**src/rtl/uart_cmd_parser.sv**
```systemverilog
// uart_cmd_parser: decodes the host command byte stream ("L" key load,
// "E" plaintext, "D" hex ciphertext, each closed by CR) into registered
// key/data strobes for the downstream cipher datapath.
module uart_cmd_parser #(
  parameter int unsigned MAXMSG     = 256,
  parameter int unsigned KEY_DIGITS = 8
) (
  input  logic                    clk12m,
  input  logic                    rst_n,
  input  logic [7:0]              rx_data,
  input  logic                    rx_data_rdy,
  output logic [4*KEY_DIGITS-1:0] key,
  output logic                    key_vld,
  output logic [7:0]              data_out,
  output logic                    data_vld,
  output logic                    data_mode,
  output logic                    msg_end,
  output logic [8:0]              msg_len,
  output logic                    err,
  output logic                    busy
);

  localparam int unsigned KW = 4 * KEY_DIGITS;
  localparam int unsigned CW = $clog2(KEY_DIGITS + 1);
  localparam logic [CW-1:0] KEY_CNT = CW'(KEY_DIGITS);
  localparam logic [8:0]    MAX_LEN = 9'(MAXMSG);
  localparam logic [7:0]    CR = 8'h0d;
  localparam logic [7:0]    LF = 8'h0a;

  typedef enum logic [2:0] {
    S_IDLE,
    S_LOAD,
    S_ENC,
    S_DEC,
    S_ERR
  } state_t;

  state_t        state_q, state_d;
  logic [KW-1:0] shift_q, shift_d;
  logic [CW-1:0] cnt_q, cnt_d;
  logic          pend_q, pend_d;
  logic [3:0]    hold_q, hold_d;
  logic          ovf_q, ovf_d;
  logic [KW-1:0] key_q, key_d;
  logic          key_vld_q, key_vld_d;
  logic [7:0]    dout_q, dout_d;
  logic          dvld_q, dvld_d;
  logic          mode_q, mode_d;
  logic          mend_q, mend_d;
  logic [8:0]    len_q, len_d;
  logic          err_q, err_d;

  logic          is_hex;
  logic [3:0]    nib;
  logic          pay_req;
  logic [7:0]    pay_byte;

  // Classify the incoming byte as a hex digit and extract its nibble value.
  always_comb begin
    is_hex = 1'b0;
    nib    = '0;
    if (rx_data >= 8'h30 && rx_data <= 8'h39) begin
      is_hex = 1'b1;
      nib    = rx_data[3:0];
    end else if ((rx_data >= 8'h41 && rx_data <= 8'h46) ||
                 (rx_data >= 8'h61 && rx_data <= 8'h66)) begin
      is_hex = 1'b1;
      nib    = rx_data[3:0] + 4'd9;
    end
  end

  // Next-state and output decode; payload bytes from E and D share one
  // emit path so the MAXMSG drop / single-err rule lives in one place.
  always_comb begin
    state_d   = state_q;
    shift_d   = shift_q;
    cnt_d     = cnt_q;
    pend_d    = pend_q;
    hold_d    = hold_q;
    ovf_d     = ovf_q;
    key_d     = key_q;
    key_vld_d = 1'b0;
    dout_d    = dout_q;
    dvld_d    = 1'b0;
    mode_d    = mode_q;
    mend_d    = 1'b0;
    len_d     = len_q;
    err_d     = 1'b0;
    pay_req   = 1'b0;
    pay_byte  = rx_data;

    if (rx_data_rdy && rx_data != LF) begin
      unique case (state_q)
        S_IDLE: begin
          if (rx_data == "L") begin
            state_d = S_LOAD;
            shift_d = '0;
            cnt_d   = '0;
          end else if (rx_data == "E") begin
            state_d = S_ENC;
            mode_d  = 1'b0;
            len_d   = '0;
            ovf_d   = 1'b0;
          end else if (rx_data == "D") begin
            state_d = S_DEC;
            mode_d  = 1'b1;
            len_d   = '0;
            ovf_d   = 1'b0;
            pend_d  = 1'b0;
          end else if (rx_data != CR) begin
            err_d = 1'b1;
          end
        end
        S_LOAD: begin
          if (rx_data == CR) begin
            state_d = S_IDLE;
            if (cnt_q == KEY_CNT) begin
              key_d     = shift_q;
              key_vld_d = 1'b1;
            end else begin
              err_d = 1'b1;
            end
          end else if (is_hex && cnt_q < KEY_CNT) begin
            shift_d = {shift_q[KW-5:0], nib};
            cnt_d   = cnt_q + 1'b1;
          end else begin
            err_d   = 1'b1;
            state_d = S_ERR;
          end
        end
        S_ENC: begin
          if (rx_data == CR) begin
            mend_d  = 1'b1;
            state_d = S_IDLE;
          end else begin
            pay_req = 1'b1;
          end
        end
        S_DEC: begin
          if (rx_data == CR) begin
            mend_d  = 1'b1;
            err_d   = pend_q;
            pend_d  = 1'b0;
            state_d = S_IDLE;
          end else if (!is_hex) begin
            err_d   = 1'b1;
            state_d = S_ERR;
          end else if (!pend_q) begin
            hold_d = nib;
            pend_d = 1'b1;
          end else begin
            pay_req  = 1'b1;
            pay_byte = {hold_q, nib};
            pend_d   = 1'b0;
          end
        end
        S_ERR: begin
          if (rx_data == CR) state_d = S_IDLE;
        end
        default: state_d = S_IDLE;
      endcase
    end

    if (pay_req) begin
      if (len_q < MAX_LEN) begin
        dout_d = pay_byte;
        dvld_d = 1'b1;
        len_d  = len_q + 1'b1;
      end else if (!ovf_q) begin
        err_d = 1'b1;
        ovf_d = 1'b1;
      end
    end
  end

  // State and output registers; reset abandons any command in flight.
  always_ff @(posedge clk12m or negedge rst_n) begin
    if (!rst_n) begin
      state_q   <= S_IDLE;
      shift_q   <= '0;
      cnt_q     <= '0;
      pend_q    <= 1'b0;
      hold_q    <= '0;
      ovf_q     <= 1'b0;
      key_q     <= '0;
      key_vld_q <= 1'b0;
      dout_q    <= '0;
      dvld_q    <= 1'b0;
      mode_q    <= 1'b0;
      mend_q    <= 1'b0;
      len_q     <= '0;
      err_q     <= 1'b0;
    end else begin
      state_q   <= state_d;
      shift_q   <= shift_d;
      cnt_q     <= cnt_d;
      pend_q    <= pend_d;
      hold_q    <= hold_d;
      ovf_q     <= ovf_d;
      key_q     <= key_d;
      key_vld_q <= key_vld_d;
      dout_q    <= dout_d;
      dvld_q    <= dvld_d;
      mode_q    <= mode_d;
      mend_q    <= mend_d;
      len_q     <= len_d;
      err_q     <= err_d;
    end
  end

  assign key       = key_q;
  assign key_vld   = key_vld_q;
  assign data_out  = dout_q;
  assign data_vld  = dvld_q;
  assign data_mode = mode_q;
  assign msg_end   = mend_q;
  assign msg_len   = len_q;
  assign err       = err_q;
  assign busy      = (state_q != S_IDLE);

endmodule

```
**config.mk**
```make
export PLATFORM = sky130hd
export DESIGN_NAME = uart_cmd_parser
export DESIGN_NICKNAME = d
export VERILOG_FILES = /design/src/rtl/uart_cmd_parser.sv
export SDC_FILE = /design/constraint.sdc
export NUM_CORES = 1
export LEC_CHECK = 0
export BUFFER_PORTS_ARGS = -buffer_cell sky130_fd_sc_hd__buf_2
export CAP_MARGIN = 20
export CORE_MARGIN = 2
export CORE_UTILIZATION = 50
export CTS_CLUSTER_SIZE = 16
export DETAILED_ROUTE_END_ITERATION = 8
export PLACE_DENSITY = 0.71
export RECOVER_POWER = 100
export SLEW_MARGIN = 10
export SYNTH_ARGS = -nofsm -noshare
export SYNTH_HDL_FRONTEND = slang
export SYNTH_SLANG_ARGS = --single-unit
export TNS_END_PERCENT = 1
```
**constraint.sdc**
```tcl
create_clock -name clk12m -period 2.4 [get_ports clk12m]
set_input_delay 0.24 -clock clk12m [delete_from_list [all_inputs] [get_ports clk12m]]
set_output_delay 0.24 -clock clk12m [all_outputs]
set_load 0.01 [all_outputs]
```
# Word-level counts from Yosys, hierarchy flattened
# Cells that the tools add are included.
[totals]
register_bits = 99
[op_classes]
add_sub_neg = 3
n_lt_le_gt_ge = 8
eq_ne = 22
muxes = 79
n_bitwise = 3
reduce_logical = 20
[ops]
columns = ["cell", "count"]
rows = [
  ["$mux 32", 3],
  ["$pmux 32 s2", 1],
  ["$mux 9", 7],
  ["$mux 1", 45],
  ["$mux 8", 5],
  ["$eq 8x7->1 const B", 3],
  ["$mux 3", 8],
  ["$mux 4", 5],
  ["$ge 8x7->1 const B", 2],
  ["$le 8x7->1 const B", 2],
  ["$ne 8x4->1 const B", 2],
  ["$reduce_and 5->1", 3],
  ["$ne 2x2->1 const B", 6],
  ["$pmux 3 s4", 1],
  ["$add 9x1->9 const B", 1],
  ["$lt 9x9->1 const B", 1],
  ["$ne 3x3->1 const B", 3],
  ["$eq 8x4->1 const B", 1],
  ["$ge 8x6->1 const B", 1],
  ["$le 8x6->1 const B", 1],
  ["$pmux 4 s2", 1],
  ["$reduce_and 4->1", 2],
  ["$eq 3x2->1 const B", 2],
  ["$reduce_and 6->1", 1],
  ["other kinds (18)", 28],
]

# Longest topological paths before layout
[logic_depth]
depth_word = 13
ltp_mapped = 10
ltp_nobuf = 7

# Least setup slack after synthesis
# OpenSTA, ideal clock, no wires.
[synth_timing]
path_kind = "in2reg"
start = "in rx_data[0]"
end = "reg len_q[3] (netlist: msg_len[3])"
arrival_ns = 2.200
slack_ns = 0.074
stages = 9
n_path_buf = 2
path_cell_list = "inv_1 > ha_1 > buf_2 > or3b_1 > a32o_1 > a31oi_4 > nor2_2 > buf_2 > a221o_1"
[synth_between]
elab_chain_cells = 10
[synth_lines]
columns = ["item", "line_no", "source"]
rows = [
  ["start: declaration", "10", "input logic [7:0] rx_data,"],
  ["$ge 8x7->1 (tied with other cells)", "65", "end else if ((rx_data >= 8'h41 && rx_data <= 8'h46) ||"],
  ["$logic_and 1x1->1, on equally long branches", "65, 66", ""],
  ["$logic_or 1x1->1", "65", ""],
  ["$mux 1", "65", ""],
  ["$mux 1", "62", "if (rx_data >= 8'h30 && rx_data <= 8'h39) begin"],
  ["$mux 1", "145", "end else if (!is_hex) begin"],
  ["$mux 1", "140", "if (rx_data == CR) begin"],
  ["$pmux 1 s2", "93", "unique case (state_q)"],
  ["$mux 1", "92", "if (rx_data_rdy && rx_data != LF) begin"],
  ["$mux 9 *", "164", "if (pay_req) begin"],
  ["via len_d[3]", "50", "logic [8:0] len_q, len_d;"],
  ["end signal: assignment", "206", "len_q <= len_d;"],
  ["end: declaration", "50", ""],
]
# Mark *: on every way through the listed nets, which the timed path passes. The rest lies on a longest branch.
# A chain may end at the register's enable or synchronous reset.

# Final worst setup path
[layout_timing]
start = "reg state_q[2]"
end = "reg dout_q[4] (netlist: data_out[4])"
[layout_between]
elab_chain_cells = 4
[layout_lines]
columns = ["item", "line_no", "source"]
rows = [
  ["start: declaration", "38", "state_t state_q, state_d;"],
  ["start signal: assignment", "194", "state_q <= state_d;"],
  ["$eq 3x2->1", "93", ""],
  ["$pmux 1 s2", "93", ""],
  ["$mux 1", "92", ""],
  ["$reduce_and 2->1 (no source line)", "--", ""],
  ["end signal: assignment", "202", "dout_q <= dout_d;"],
  ["end: declaration", "46", "logic [7:0] dout_q, dout_d;"],
]
# Parallel ways exist; a longest one is shown, timed or not.

==> impl_metrics.py <==
metrics = {
    "run_status": {
        "status": "finished, final reports clean",
    },
    "finish": {
        "num_antenna_cells": 0,
        "fin_util_pct": 60.3,
        "layout-drive-gt1-share_pct": 16.8,
        "final_cells": 566,
        "syn2layout_area_growth_pct": 16.5,
        "nNetsFinal": 471,
        "n_fill_cell": 754,
        "layout_common_cells": "dfrtp_1 (99), clkbuf_1 (64), a22o_1 (35)",
        "final_common_cell": "dfrtp_1",
    },
    "job": {
        "drv_cap": 0,
    },
    "timing": {
        "slew_headroom_pct": 9.25,
        "setup_violations": 0,
        "post-route-period-util_pct": 93.5,
        "final-hold-violation-count": 0,
        "min_period_ns": 2.24,
        "finalSetupTns_ns": 0,
        "tightest_slew_ns": 1.36,
        "skew_ns": 0.0161,
        "drv_slew": 0,
        "fmax_ghz": 0.445,
        "rsz0062_at_grt": "false",
    },
    "worst_setup_path": {
        "cp_num_buf_inv": 0,
        "path_delay_family": "multiplexers",
        "r2r_slack_ns": 0.16,
        "rr_startpoint": "state_q[2]$_DFFE_PN0P_",
        "crit_required_ns": 2.65,
        "ff2ff_path_depth": 5,
        "cp-start-kind": "flop",
        "critPathLaunch": "state_q[2]$_DFFE_PN0P_",
        "cp-end-kind": "flop",
        "worstPathArrival_ns": 2.50,
        "path_class": "flop to flop",
        "crit_chain": "nand4b_1 > a211oi_1 > and3_1 > mux2_2 > mux2_2",
        "timing.rr.end": "data_out[4]$_DFFE_PN0P_",
        "critPathMaxFanout": 7,
        "crit_path_frequent_cell": "mux2_2",
        "critical-path-max-stage-delay_ns": 0.49,
        "crit_slowest_cell": "dfrtp_1",
    },
    "grt": {
        "grt_pass1_vias": 3217,
        "grt_pass1_wl_um": 16100,
        "overflow": 0,
        "antenna_found_initial": 0,
        "grt_max_degree": 43,
        "grt_usage_pct": 20.3,
    },
    "detailed_routing": {
        "ant_nets": 0,
        "post-route-drc-count": 0,
        "drt-met1-wl_um": 4620,
        "wl_per_cell_um": 16.9,
        "drtIter0Drc": 189,
        "drt-pass1-iter-count": 4,
        "via_count": 3266,
        "wl_met3_um": 432,
        "route.met2.wl_um": 4360,
        "route.top_layer_used": "met4",
        "wl_um": 9560,
        "viasPerCell": 5.77,
    },
    "clocking": {
        "root_buffer": "clkbuf_8",
        "worstSkewPairLatency_ns": 0.37,
        "cts_max_level": 3,
        "cts_tree": "done",
        "clkTransAtPathRegs_ns": 0.11,
        "cts_inserted_buffers": 9,
        "clk_path_buf_depth": 2,
        "cts.sinks": 99,
    },
    "logic_synthesis": {
        "postSynthCellCount": 364,
        "synth_area_um2": 4540,
        "ys_seq_elements": 99,
        "yosysSeqAreaShare_pct": 54.6,
        "async_reset_ff_share_pct": 100,
        "synth.distinct_cells": 53,
        "ys_dominant_reg_cell": "dfrtp_1",
        "synth-edff-count": 0,
        "syn_area_per_cell_um2": 12.5,
        "ys.warnings.count": 0,
        "synth_nets": 382,
    },
    "placement": {
        "gp_congestion": 0.931,
        "dpl.hpwl_um": 6940,
        "portBuffers": 65,
        "dpl.cell_count": 549,
    },
    "floorplan": {
        "start_util_pct": 51.8,
        "coreArea_um2": 8760,
        "die_width_um": 99.2,
        "fp.dieArea_um2": 9850,
        "io_pins": 66,
        "die_height_um": 99.2,
        "row_count": 34,
    },
    "hold_path": {
        "min_to": "data_out[7]$_DFFE_PN0P_",
        "hold_path_class": "primary input to flop",
        "hold_start": "rx_data[7]",
        "hold_depth": 3,
    },
    "pwr": {
        "ir_worst_vdd_uv": 267,
        "power.density_nw_per_um2": 560,
        "leakagePower_nw": 2.53,
    },
}
## power breakdown
| group | total, mW | internal (mW) | switching (mW) | leakage [nW] |
|---|---|---|---|---|
| clock | 1.04 | 0.406 | 0.633 | 0.100 |
| sequential | 1.71 | 1.69 | 0.0179 | 1.36 |
| combinational | 0.208 | 0.0796 | 0.128 | 1.07 |
| total | 2.96 | 2.18 | 0.779 | 2.53 |
## through the flow
step | hold slack [ns] | setup slack, ns | power (mW) | cell area, um2
final | 0.210 | 0.155 | 2.96 | 5280
after CTS | 0.200 | 0.115 | 3.01 | 5410
after floorplan | -0.0556 | 0.0740 | 1.85 | 4540
after global placement | 0.211 | 0.0759 | 1.96 | 5200
after global routing | 0.256 | 0.0625 | 3.08 | 5280
after detailed placement | 0.215 | 0.0283 | 1.97 | 5200
## layer usage
layer / GRT usage, % / vias to the layer above
met3: 2.74 / 12
met4: 6.95 / 0
met5: 0 / -
met1: 30.7 / 1627
li1: - / 1538
met2: 30.1 / 89
## cells in the mapped netlist (6+ instances only)
cell type,instances,area (um2)
a22o_1,35,307
clkbuf_1,6,22.5
mux2_2,19,214
inv_1,12,45.0
buf_2,10,50.1
a221o_1,6,60.1
dfrtp_1,99,2480
nor3_1,12,60.1
mux2_1,30,338
nor2_1,12,45.0
nand2_1,23,86.3
nand3_1,10,50.1
ha_1,7,87.6
and3_1,6,37.5
## kinds of logic after synthesis
kind of cell	share of synthesized area, %
AO/OA/AOI/OAI	13.8
multiplexers	12.8
XOR/XNOR	0.965
flip-flops	54.6
adder cells (fa/ha/maj)	1.93
AND/OR/NAND/NOR	12.5
buffers and inverters	3.34
## final cells by class
type | count | area, um2 | share of cell area (%)
clock buffers | 9 | 124 | 2.34
clock inverters | 7 | 72.6 | 1.37
inverters | 12 | 45.0 | 0.853
multi-input cells | 234 | 1910 | 36.2
flip-flops and latches | 99 | 2480 | 46.9
well taps | 108 | 135 | 2.56
repair buffers | 97 | 518 | 9.81
## worst reg2reg max path, stage by stage (launching register included)
cell and delay, ns:
dfrtp_1 0.49, nand4b_1 0.28, a211oi_1 0.38, and3_1 0.35, mux2_2 0.37, mux2_2 0.27
## registers in the layout (all words and copies together), names as in the netlist
signal / flops
hold_q: 4
err: 1
data_vld: 1
key: 32
data_mode: 1
pend_q: 1
key_vld: 1
shift_q: 32
data_out: 8
msg_len: 9
ovf_q: 1
state_q: 3
cnt_q: 4
msg_end: 1
## repair_timing
| item | 4_1_cts | 5_1_grt |
|---|---|---|
| resized for setup | 0 | 1 |
| hold endpoints to repair | 32 | 0 |
| hold buffers | 1 | 0 |
| setup buffers | 0 | 0 |
| setup endpoints to repair | 0 | 29 |
## how the worst max path moves through the flow
stage | to | slack, ns | cells past startpoint
after floorplan | msg_len[3]$_DFF_PN0_ | 0.07 | 9
after global placement | shift_q[15]$_DFFE_PN0P_ | 0.08 | 7
after detailed placement | state_q[0]$_DFFE_PN0P_ | 0.03 | 9
after CTS | key[0]$_DFFE_PN0P_ | 0.12 | 7
after global routing | data_out[5]$_DFFE_PN0P_ | 0.06 | 5
final | data_out[4]$_DFFE_PN0P_ | 0.16 | 5
No activity file was read; power rests on OpenSTA's default activity.
